--- src/rtl/ghost_mode_timer.sv ---
// Ghost behaviour sequencer driven by the 1 Hz divided clock: scatter/chase
// schedule, frightened override with end-of-fright warning, and ghost speed word.
module ghost_mode_timer #(
    parameter int unsigned SCATTER_LONG  = 7,
    parameter int unsigned SCATTER_SHORT = 5,
    parameter int unsigned CHASE_LEN     = 20,
    parameter int unsigned FRIGHT_LEN    = 6,
    parameter int unsigned FLASH_LEN     = 2,
    parameter int unsigned NORMAL_SPEED  = 75,
    parameter int unsigned FRIGHT_SPEED  = 50
) (
    input  logic        inClock,
    input  logic        reset,
    input  logic        tickIn,
    input  logic        pelletEaten,
    input  logic        pause,
    output logic [1:0]  mode,
    output logic        modeChanged,
    output logic        frightEnding,
    output logic [31:0] speed
);

    typedef enum logic [2:0] {
        PH_SCATTER_0,
        PH_CHASE_1,
        PH_SCATTER_2,
        PH_CHASE_3,
        PH_SCATTER_4,
        PH_CHASE_5,
        PH_SCATTER_6,
        PH_CHASE_FINAL
    } phase_t;

    phase_t      phase, phase_n;
    logic [31:0] phase_count, phase_count_n;
    logic        frightened, frightened_n;
    logic [31:0] fright_count, fright_count_n;
    logic        tick_in_q;
    logic        tick, pellet;
    logic [1:0]  mode_n;
    logic        mode_changed_n;
    logic        fright_ending_n;
    logic [31:0] speed_n;

    function automatic logic [31:0] phase_len(input phase_t p);
        case (p)
            PH_SCATTER_0, PH_SCATTER_2:          return SCATTER_LONG;
            PH_SCATTER_4, PH_SCATTER_6:          return SCATTER_SHORT;
            PH_CHASE_1, PH_CHASE_3, PH_CHASE_5:  return CHASE_LEN;
            default:                             return 32'd0;
        endcase
    endfunction

    // Pause discards events, but the edge detector keeps tracking so paused edges are lost.
    assign tick   = tickIn & ~tick_in_q & ~pause;
    assign pellet = pelletEaten & ~pause;

    always_ff @(posedge inClock or posedge reset) begin
        if (reset) begin
            tick_in_q    <= 1'b0;
            phase        <= PH_SCATTER_0;
            phase_count  <= SCATTER_LONG;
            frightened   <= 1'b0;
            fright_count <= 32'd0;
            mode         <= 2'd0;
            modeChanged  <= 1'b0;
            frightEnding <= 1'b0;
            speed        <= NORMAL_SPEED;
        end else begin
            tick_in_q    <= tickIn;
            phase        <= phase_n;
            phase_count  <= phase_count_n;
            frightened   <= frightened_n;
            fright_count <= fright_count_n;
            mode         <= mode_n;
            modeChanged  <= mode_changed_n;
            frightEnding <= fright_ending_n;
            speed        <= speed_n;
        end
    end

    always_comb begin
        phase_n        = phase;
        phase_count_n  = phase_count;
        frightened_n   = frightened;
        fright_count_n = fright_count;
        mode_changed_n = 1'b0;

        // A pellet beats a coincident tick; the schedule stays frozen while frightened.
        if (pellet) begin
            frightened_n   = 1'b1;
            fright_count_n = FRIGHT_LEN;
            mode_changed_n = ~frightened;
        end else if (tick) begin
            if (frightened) begin
                if (fright_count == 32'd1) begin
                    frightened_n   = 1'b0;
                    fright_count_n = 32'd0;
                    mode_changed_n = 1'b1;
                end else begin
                    fright_count_n = fright_count - 32'd1;
                end
            end else if (phase != PH_CHASE_FINAL) begin
                if (phase_count == 32'd1) begin
                    phase_n        = phase_t'(phase + 3'd1);
                    phase_count_n  = phase_len(phase_n);
                    mode_changed_n = 1'b1;
                end else begin
                    phase_count_n = phase_count - 32'd1;
                end
            end
        end

        mode_n          = frightened_n ? 2'd2 : {1'b0, phase_n[0]};
        fright_ending_n = frightened_n && (fright_count_n <= FLASH_LEN);
        speed_n         = frightened_n ? FRIGHT_SPEED : NORMAL_SPEED;
    end

endmodule

--- config.mk ---
export PLATFORM = sky130hd
export DESIGN_NAME = ghost_mode_timer
export DESIGN_NICKNAME = d
export VERILOG_FILES = /design/src/rtl/ghost_mode_timer.sv
export SDC_FILE = /design/constraint.sdc
export NUM_CORES = 1
export LEC_CHECK = 0
export CORE_UTILIZATION = 35
export DETAILED_ROUTE_END_ITERATION = 10
export GPL_TIMING_DRIVEN = 0
export HOLD_SLACK_MARGIN = 0.12
export PLACE_DENSITY = 0.53
export SYNTH_ARGS = -nofsm -noshare
export SYNTH_HDL_FRONTEND = slang
export SYNTH_SLANG_ARGS = --single-unit
--- constraint.sdc ---
create_clock -name inClock -period 2.4 [get_ports inClock]
set_clock_uncertainty 0.05 [all_clocks]
set_input_delay 0.6 -clock inClock [delete_from_list [all_inputs] [get_ports inClock]]
set_output_delay 0.6 -clock inClock [all_outputs]
set_load 0.02 [all_outputs]
======== Yosys cells after proc, flatten, opt, wreduce, memory -nomap -nowiden ========
Index checks and enable logic that the tools add are counted.
word-level totals
  register bits ........................... 105
  latch bits .............................. 0
  RAM bits ................................ 0
  memory bits (read-only) ................. 0
  bits of input ports ..................... 5
  output and inout bits ................... 36
  logic and storage cells ................. 60
  memories ................................ 0
cells by class
  add/sub/neg operators ................... 3
  $mul .................................... 0
  div/mod/pow operators ................... 0
  magnitude comparators ................... 1
  eq/ne operators ......................... 9
  shifts and indexed selects .............. 0
  muxes and demuxes ....................... 23
  bitwise operators ....................... 7
  reductions and logical operators ........ 7
operators with widths
  operator               number
  $mux 32                5
  $eq 32x1->1 const B    2
  $sub 32x1->32 const B  2
  $le 32x2->1 const B    1
  $mux 1                 15
  $pmux 5 s3             1
  $eq 3x3->1 const B     3
  $mux 7                 1
  $eq 3x2->1 const B     2
  $reduce_and 5->1       1
  $not 1->1              4
  $reduce_and 4->1       1
  $reduce_or 2->1        2
  $add 3x1->3 const B    1
  $and 1x1->1            3
  $eq 3x1->1 const B     1
  $logic_not 3->1        1
  $ne 3x3->1 const B     1
  $reduce_or 3->1        1
  $mux 2                 1
  $logic_and 1x1->1      1

======== Depth between registers and ports, before layout ========
Gate-level depths: netlist of the first run.
  depth after elaboration ................. 7
  gate-level depth with buffers ........... 10

======== Least setup slack after synthesis of the first run ========
OpenSTA, ideal clock, no wires.
  kind .................................... reg-to-reg
  start point ............................. register fright_count[3]
  end point ............................... register frightEnding
  arrival time ............................ 2.408 ns
  data required time ...................... 2.249 ns
  setup slack ............................. -0.158 ns
  stages on the path, launching flop included .. 9
  path buffers ............................ 1
  clock period less this slack ............ 2.558 ns
  path through ............................ dfrtp_1 clkbuf_1 or4_1 nor4_2 nand3_1 xor2_1 and3_1 a31oi_1 nor4_1
between the ends
  cells in the longest elaborated chain, start to end .. 7
  elaborated cells between the ends (all ways) .. 12
  those cells by class .................... 1 x add/sub; 1 x order compare; 1 x eq/ne; 8 x mux; 1 x reduce/logical
ends and longest elaborated chain
  element                                       line     RTL
  from (decl)                                   37       logic [31:0] fright_count, fright_count_n;
  from (signal assigned)                        74       fright_count <= fright_count_n;
  $sub 32x1->32 or $eq 32x1->1 (tied branches)  101, 96
  $mux 32                                       96       if (fright_count == 32'd1) begin
  $mux 32                                       95       if (frightened) begin
  $mux 32                                       94       end else if (tick) begin
  $mux 32                                       90       if (pellet) begin
  $le 32x2->1                                   115      fright_ending_n = frightened_n && (fright_count_n <= FLASH_LEN);
  $logic_and 1x1->1 (*)                         115
  named net fright_ending_n                     42       logic fright_ending_n;
  to (signal assigned)                          77       frightEnding <= fright_ending_n;
  to (decl)                                     19       output logic frightEnding,
Mark *: on every way through the listed nets, which the timed path passes. The rest lies on a longest branch.
A chain may end at the register's enable or synchronous reset.

======== Final worst setup path of the first run ========
  start point ............................. register fright_count[13]
  end point ............................... register frightEnding
Same word-level chain as after synthesis.

==> flow_summary_export.csv, run 1 <==
group,metric,value,unit
global_route,overflow,0,
synthesis,synth_compound_area_share,7.04,%
synthesis,synth_top_family_by_area,"simple AND/OR/NAND/NOR gates",
global_route,grt_start_max_net_pins,38,
timing,whs,0.476,ns
run,drv_cap,0,
cts,clockRootBuffer,"clkbuf_16",
cts,cts.clk_slew.worst_paths,0.06,ns
synthesis,ys_seq_area_share,43.3,%
detailed_routing,drt_first_pass_iters,7,
layout,regArea,0.00184,mm²
floorplan,io_pins,41,
synthesis,synth_adder_area_share,2.07,%
worst_setup_path,cp_cell_sequence,"or4_4 > or3_1 > nor4_2 > xnor2_1 > and3_1 > a31oi_1 > nor4_2",
floorplan,std_cell_rows,39,
worst_setup_path,start_kind,"flip-flop",
cts,clockBufferDepth,2,
cts,cts_hold_buf,0,
floorplan,start_util,36.4,%
power,ir_worst_vdd,0.000343,V
synthesis,yosys.area_share.simple,27.9,%
power,p_leak,2.63,nW
timing,fin_crit,2.60,ns
floorplan,die_w,112,µm
cts,cts_buffers,9,
worst_setup_path,slowest_delay,0.56,ns
timing,setup_viol,32,
layout,nFillCells,1061,
cts,cts_tree,"yes",
layout,design_area,0.00597,mm²
worst_setup_path,end_kind,"flip-flop",
timing,min_period_over_period,108,%
detailed_routing,drt-initial-drc-count,131,
layout,syn2layout_area_growth,41.1,%
synthesis,synth_top_area_cell,"dfrtp_1",
placed_design,placed_area,0.00470,mm²
synthesis,yosysMostFrequentCell,"nor2_1",
synthesis,synth_xor_area_share,10.2,%
global_route,antenna_found_initial,0,
status,outcome,"complete, but fails checks",
layout,nets,560,
worst_setup_path,reg2regPathDepth,7,
placed_design,dp_hpwl,6810,µm
placed_design,portBuffers,12,
placed_design,gp_congestion,0.843,
synthesis,async_flop_share,100,%
worst_setup_path,crit_required,2.59,ns
synthesis,synth_edf_count,0,
synthesis,ys_types,53,
detailed_routing,wl_per_cell,15.4,µm
layout,multi_input_area,0.00261,mm²
floorplan,die_h,112,µm
detailed_routing,ant_nets,0,
synthesis,synth_commonest_cells,"nor2_1 (74), dfrtp_1 (69), buf_4 (33)",
timing,worst_slack,-0.197,ns
cts,clk_latency,0.35,ns
floorplan,core,0.0116,mm²
timing,fmax,385,MHz
timing,drv_slew,0,
worst_setup_path,path_class,"flip-flop to flip-flop",
detailed_routing,route.vias.total,3518,
timing,rsz0062_at_grt,"true",
hold_path,holdCritPathClass,"flip-flop to flip-flop",
detailed_routing,drcViolationCount,3,
layout,stdcell_count,696,
timing,hold_viol_final,0,
synthesis,netlist_area,0.00423,mm²
synthesis,ys.flop_type,"dfrtp_1",
floorplan,die_area,0.0125,mm²
worst_setup_path,slowest_stage,"or4_4",
global_route,first_global_vias,3431,
power,power.total,3.05,mW
synthesis,synth_top_area_share,40.8,%
cts,clkSinkCount,73,
worst_setup_path,crit_fanout,6,
synthesis,synthTopCellsByArea,"dfrtp_1 (41%), nor2_1 (6.6%), xnor2_1 (6.0%)",
synthesis,synth_seq_cells,73,
global_route,grt_pass1_wl,17200,µm
worst_setup_path,cp_common_cell,"nor4_2",
synthesis,syn_avg_cell_area,9.31,µm²
placed_design,dp.cells,636,
synthesis,syn_inst,454,
hold_path,hold_depth,1,
layout,drive_gt1_share,36.3,%
detailed_routing,avgViaCountPerCell,5.05,
status,violations,"DRC, setup timing",
synthesis,synthMuxAreaShare,1.04,%
power,power_density,511,mW/mm²
global_route,grt_usage,17.7,%
worst_setup_path,cp.arrival,2.78,ns
synthesis,synth_warnings,0,
worst_setup_path,reg2reg_slack,-0.20,ns
detailed_routing,drt-total-wl,10700,µm
cts,htree_levels,3,
layout,diodes,0,
-- through the flow --
step | setup slack, ns | util [%] | TNS (ns)
final | -0.197 | 51.4 | -2.42
after global routing | -0.344 | 51.4 | -5.31
after CTS | -0.158 | 47.3 | -1.35
after detailed placement | -1.11 | 40.5 | -31.21
after global placement | -1.20 | 40.1 | -31.83
after floorplan | -0.0936 | - | -0.310
-- metal layers --
metal  track usage [%]  vias to the layer above  share of wire [%]
met1              24.1                     1712                 47
met2              27.4                       63                 47
met4              9.19                        0                2.0
met5                 0                        -                  0
li1                  -                     1726                  -
met3              2.72                       17                3.4
-- logic make-up after synthesis --
family	Yosys count
mux	4
flops	73
other cells	2
xor+xnor	49
compound gates	48
simple gates	213
fa+ha+maj	7
buf+inv	58
-- final timing paths --
kind,start,to
hold reg to reg,phase[2],phase[2]
setup reg to reg,fright_count[13],frightEnding
hold / removal,phase[2],phase[2]
max in group asynchronous,reset,phase_count[1]
setup / recovery,fright_count[13],frightEnding
min in group asynchronous,reset,fright_count[31]
-- state kept, by name (all words and copies together) (netlist names) --
register,cells
fright_count,32
phase_count,32
phase,3
speed,2
frightEnding,1
modeChanged,1
mode,1
tick_in_q,1
-- where the power goes --
group	internal (mW)	leakage, nW	total, mW	switching [mW]
Combinational	0.194	1.52	0.431	0.237
Clock	0.759	0.134	1.31	0.549
Sequential	1.26	0.972	1.31	0.0435
-- final cells by class --
class,count,share of cell area [%]
buffer,48,6.77
clock buffer,11,4.24
clock inverter,5,0.671
inverter,8,0.566
multi-input combinational,348,43.8
sequential,73,30.8
tap,143,3.00
timing repair buffer,60,10.2
-- critical path: cells and delay by family, from the launching register on --
kind	cells	cell delay (ns)
flops	1	0.45
simple gates	5	1.67
compound gates	1	0.10
xor+xnor	1	0.22
-- layout by cell type (no fill, tap or decap), types with 8 or more instances in the layout --
| cell | instances |
|---|---|
| nor2_4 | 19 |
| nor2_1 | 51 |
| conb_1 | 27 |
| a21oi_1 | 15 |
| nor4_2 | 12 |
| buf_6 | 8 |
| clkdlybuf4s50_1 | 10 |
| xor2_1 | 19 |
| xnor2_1 | 28 |
| nor2b_1 | 8 |
| nor3_1 | 12 |
| nand4_1 | 8 |
| o21ai_0 | 12 |
| clkbuf_16 | 9 |
| buf_4 | 69 |
| dfrtp_1 | 66 |
| nand2_1 | 21 |
-- repair_timing --
item,CTS,global route
resized for setup,70,76
setup endpoints to repair,69,67
buffers inserted,22,22
endpoints found under the hold margin,0,0
cloned,2,0
pin swaps,25,25
Note: power is estimated with default switching activity, not from simulation.
==> run 2: changes to the inputs <==
Settings changed: CORE_UTILIZATION 35 to 40, PLACE_DENSITY 0.53 to not set, SKIP_LAST_GASP set to 1.
==> flow_summary_export.csv, run 2 (same netlist as run 1, synthesis figures left out) <==
group,metric,value,unit
status,outcome,"complete, but fails checks",
status,violations,"setup timing",
timing,whs,0.482,ns
worst_setup_path,reg2regPathDepth,9,
cts,clockBufferDepth,2,
floorplan,die_w,105,µm
placed_design,gp_congestion,0.844,
detailed_routing,route.vias.total,3438,
layout,drive_gt1_share,29.1,%
global_route,grt_usage,19.4,%
global_route,antenna_found_initial,0,
worst_setup_path,reg2reg_slack,-0.27,ns
layout,diodes,0,
worst_setup_path,end_kind,"flip-flop",
timing,worst_slack,-0.271,ns
global_route,overflow,0,
cts,cts_buffers,9,
detailed_routing,wl_per_cell,14.8,µm
floorplan,core,0.0103,mm²
global_route,first_global_vias,3452,
cts,htree_levels,3,
floorplan,start_util,41.1,%
global_route,grt_pass1_wl,16800,µm
timing,min_period_over_period,111,%
detailed_routing,drt-initial-drc-count,185,
timing,fmax,374,MHz
layout,nFillCells,927,
worst_setup_path,crit_required,2.59,ns
power,power_density,508,mW/mm²
detailed_routing,avgViaCountPerCell,5.15,
timing,worst_pin_slew,0.772,ns
timing,drv_slew,0,
power,swShare,26.7,%
hold_path,holdCritPathClass,"flip-flop to flip-flop",
detailed_routing,ant_nets,0,
placed_design,dp_hpwl,6480,µm
worst_setup_path,path_class,"flip-flop to flip-flop",
hold_path,hold_depth,1,
power,combPwrFrac,13.6,%
global_route,grt_start_max_net_pins,42,
cts,cts_hold_buf,0,
layout,top_regs,"fright_count: 32 flops, phase_count: 32 flops, phase: 3 flops",
floorplan,io_pins,41,
power,ir_worst_vdd,0.000319,V
detailed_routing,drt-total-wl,9920,µm
timing,hold_viol_final,0,
layout,final_cell_mix,"nor2_1 (72), dfrtp_1 (67), buf_4 (59), xnor2_1 (29), conb_1 (27)",
worst_setup_path,start_kind,"flip-flop",
cts,clockRootBuffer,"clkbuf_8",
floorplan,std_cell_rows,37,
layout,syn2layout_area_growth,28.7,%
worst_setup_path,crit_fanout,6,
detailed_routing,drcViolationCount,0,
layout,nets,540,
floorplan,die_h,105,µm
floorplan,die_area,0.0110,mm²
power,clkPwrFrac,39.2,%
timing,setup_viol,9,
placed_design,dp_slack,-1.12,ns
cts,cts.clk_slew.worst_paths,0.08,ns
timing,relSlewSlack,48.4,%
power,p_leak,2.49,nW
cts,clk_latency,0.36,ns
detailed_routing,drt_first_pass_iters,6,
layout,final_common_cell,"nor2_1",
placed_design,portBuffers,12,
power,power.switching,737,µW
cts,clkSinkCount,73,
power,intPower,2.03,mW
timing,rsz0062_at_grt,"true",
worst_setup_path,cp.arrival,2.86,ns
run,drv_cap,0,
power,pwr-share-seq,47.2,%
timing,fin_crit,2.67,ns
cts,cts_tree,"yes",
==> run 2: worst max-delay path, cell delays in order (launching register included) <==
cell and delay (ns):
dfrtp_1 0.47, inv_1 0.13, ha_1 0.27, nor2b_4 0.28
nand4_1 0.22, nor4_2 0.21, xor2_1 0.13, nor4_2 0.38
a31oi_1 0.17, nor4_2 0.24
==> run 2: cell type report <==
class	count	area (µm²)	area share [%]
buffer	47	370	6.81
multi-input combinational	348	2460	45.2
clock inverter	5	78.8	1.45
inverter	8	33.8	0.621
sequential	73	1830	33.7
clock buffer	10	138	2.53
tap	136	170	3.13
timing repair buffer	41	355	6.53
==> run 2: final timing paths <==
kind	from	end
hold / removal	phase[2]	phase[2]
setup / recovery	fright_count[0]	frightEnding
max in group asynchronous	reset	phase_count[2]
min in group asynchronous	reset	fright_count[31]
setup reg to reg	fright_count[0]	frightEnding
hold reg to reg	phase[2]	phase[2]
==> run 2: power by group through the flow <==
stage | registers, mW | logic [mW] | clock network [mW]
detailed placement | 1.32 | 0.321 | 0
finish | 1.31 | 0.376 | 1.08
CTS | 1.30 | 0.362 | 1.11
floorplan | 1.31 | 0.251 | 0
global placement | 1.32 | 0.315 | 0
global route | 1.31 | 0.413 | 1.16
==> run 2: metrics by stage <==
step / utilization (%) / cells / cell area (µm²) / setup TNS (ns) / power (mW)
2_1_floorplan: - / 479 / 4360 / -0.310 / 1.56
3_3_place_gp: 45.3 / 627 / 4650 / -28.25 / 1.63
3_5_place_dp: 45.4 / 628 / 4670 / -28.20 / 1.64
4_1_cts: 51.1 / 660 / 5250 / -1.31 / 2.78
5_1_grt: 52.9 / 668 / 5440 / -2.07 / 2.88
6_report: 52.9 / 668 / 5440 / -0.900 / 2.77
==> run 2: routing by layer <==
| layer | wire length (µm) | GRT usage [%] |
|---|---|---|
| met5 | 0 | 0 |
| met3 | 368 | 2.87 |
| met4 | 261 | 10.6 |
| met2 | 4660 | 30.7 |
| met1 | 4630 | 25.6 |
==> run 2: what timing repair did <==
action / 4_1_cts / 5_1_grt
endpoints found under the setup margin: 69 / 62
setup buffers: 20 / 8
pin swaps: 19 / 10
gates resized for setup: 50 / 37
endpoints found under the hold margin: 0 / 0
==> run 3: changes to the inputs <==
Settings changed: REMOVE_ABC_BUFFERS set to 1, SLEW_MARGIN set to 20.
==> flow_summary_export.csv, run 3 (same netlist as run 1, synthesis figures left out) <==
group,metric,value,unit
hold_path,hold_start,"phase_count[20]",
global_route,first_global_vias,3300,
worst_setup_path,crit_required,2.59,ns
worst_setup_path,path_delay_family,"simple AND/OR/NAND/NOR gates",
timing,fmax,380,MHz
timing,relSlewSlack,50.8,%
placed_design,portBuffers,13,
layout,final_cell_mix,"nor2_1 (72), dfrtp_1 (67), buf_4 (47), xnor2_1 (28), conb_1 (27)",
layout,final_util,52.3,%
hold_path,min_to,"phase_count[20]",
timing,hold_viol_final,0,
cts,clockBufferDepth,2,
placed_design,placed_area,0.00433,mm²
hold_path,holdCritPathClass,"flip-flop to flip-flop",
worst_setup_path,reg2regPathDepth,8,
detailed_routing,avgViaCountPerCell,5.23,
cts,cts_buffers,9,
power,combPwrFrac,13.3,%
detailed_routing,wl_per_cell,15.2,µm
worst_setup_path,reg2reg_slack,-0.23,ns
global_route,overflow,0,
cts,clk_latency,0.35,ns
worst_setup_path,critPathBufInv,1,
worst_setup_path,cp_cell_sequence,"or4_4 > or3_4 > nor4b_4 > buf_4 > a21o_4 > o21bai_4 > o211ai_1 > nor4_2",
cts,htree_levels,3,
layout,drive_gt1_share,27.3,%
timing,worst_slack,-0.230,ns
timing,min_period_over_period,110,%
worst_setup_path,end_kind,"flip-flop",
timing,rsz0062_at_grt,"true",
cts,clkSinkCount,73,
layout,diodes,0,
cts,clockRootBuffer,"clkbuf_8",
global_route,grt_usage,18.3,%
power,p_leak,2.38,nW
timing,worst_pin_slew,0.731,ns
cts,cts.clk_slew.worst_paths,0.08,ns
power,power.switching,746,µW
worst_setup_path,path_class,"flip-flop to flip-flop",
layout,design_area,0.00537,mm²
worst_setup_path,slowest_delay,0.55,ns
worst_setup_path,r2r_end,"frightEnding",
floorplan,die_w,105,µm
power,swShare,27.9,%
worst_setup_path,start_kind,"flip-flop",
worst_setup_path,cp.arrival,2.82,ns
status,outcome,"complete, but fails checks",
placed_design,dp_hpwl,5780,µm
global_route,antenna_found_initial,0,
timing,setup_viol,36,
floorplan,core,0.0103,mm²
worst_setup_path,worstReg2RegStart,"fright_count[26]",
layout,syn2layout_area_growth,27.0,%
placed_design,gp_congestion,0.796,
cts,cts_hold_buf,0,
detailed_routing,drt_first_pass_iters,4,
detailed_routing,route.vias.total,3412,
global_route,grt_start_max_net_pins,40,
power,pwr-share-seq,49.0,%
floorplan,start_util,41.1,%
worst_setup_path,slowest_stage,"or4_4",
detailed_routing,drt-initial-drc-count,128,
layout,nets,523,
layout,final_common_cell,"nor2_1",
floorplan,std_cell_rows,37,
global_route,grt_pass1_wl,15900,µm
floorplan,die_h,105,µm
power,ir_worst_vdd,0.000290,V
timing,fin_crit,2.63,ns
detailed_routing,drt-total-wl,9890,µm
power,intPower,1.92,mW
layout,top_regs,"fright_count: 32 flops, phase_count: 32 flops, phase: 3 flops",
cts,cts_tree,"yes",
run,drv_cap,0,
floorplan,io_pins,41,
power,power_density,497,mW/mm²
status,violations,"setup timing",
detailed_routing,ant_nets,0,
floorplan,die_area,0.0110,mm²
power,clkPwrFrac,37.7,%
timing,drv_slew,0,
worst_setup_path,crit_fanout,3,
detailed_routing,drcViolationCount,0,
hold_path,hold_depth,2,
[run 3: timing repair]
action,in CTS,in global routing
endpoints found under the setup margin,70,65
gates resized for setup,44,37
buffers inserted,30,25
pin swaps,13,25
cloned,3,0
hold endpoints to repair,0,0
[run 3: worst max-delay path by stage]
| stage | startpoint | to | cells past startpoint |
|---|---|---|---|
| global route | fright_count[26] | frightEnding | 8 |
| global placement | phase_count[6] | phase[2] | 5 |
| floorplan | phase_count[6] | phase[2] | 5 |
| finish | fright_count[26] | frightEnding | 8 |
| CTS | fright_count[25] | frightEnding | 8 |
| detailed placement | pause | frightEnding | 8 |
[run 3: per-stage QoR]
step                      hold slack (ns)  setup slack (ns)  power [mW]  setup TNS, ns  cells
after floorplan                     0.438             -1.11        1.52         -38.98    429
after global placement              0.446             -2.08        1.59        -180.95    578
after detailed placement            0.463             -1.55        1.60         -48.76    579
after CTS                           0.490            -0.219        2.66          -3.51    628
after global routing                0.528            -0.291        2.79          -5.64    652
final                               0.502            -0.230        2.67          -2.86    652
[run 3: final cells by class]
| class | instances | area, µm² |
|---|---|---|
| fillers | 890 | 4910 |
| multi-input cells | 350 | 2510 |
| flip-flops and latches | 73 | 1830 |
| repair buffers | 69 | 618 |
| well taps | 136 | 170 |
| clock buffers | 11 | 141 |
| clock inverters | 5 | 62.6 |
| inverters | 8 | 32.5 |
[run 3: power groups by stage]
stage | logic (mW) | clock network (mW) | registers [mW]
3_3_place_gp | 0.268 | 0 | 1.32
2_1_floorplan | 0.205 | 0 | 1.31
6_report | 0.356 | 1.01 | 1.31
3_5_place_dp | 0.275 | 0 | 1.32
4_1_cts | 0.327 | 1.03 | 1.30
5_1_grt | 0.392 | 1.09 | 1.31
[run 3: worst min-delay path, delay by kind of cell, from the launching register on]
kind,cells,cell delay (ns)
flip-flops,1,0.41
AO/OA/AOI/OAI,2,0.11
[run 3: layer usage]
| metal | vias up | share of wire [%] | track usage (%) |
|---|---|---|---|
| met3 | 16 | 3.2 | 4.43 |
| met5 | - | 0 | 0 |
| met2 | 55 | 51 | 31.3 |
| met4 | 0 | 1.6 | 5.84 |
| met1 | 1697 | 44 | 22.6 |
| li1 | 1644 | - | - |
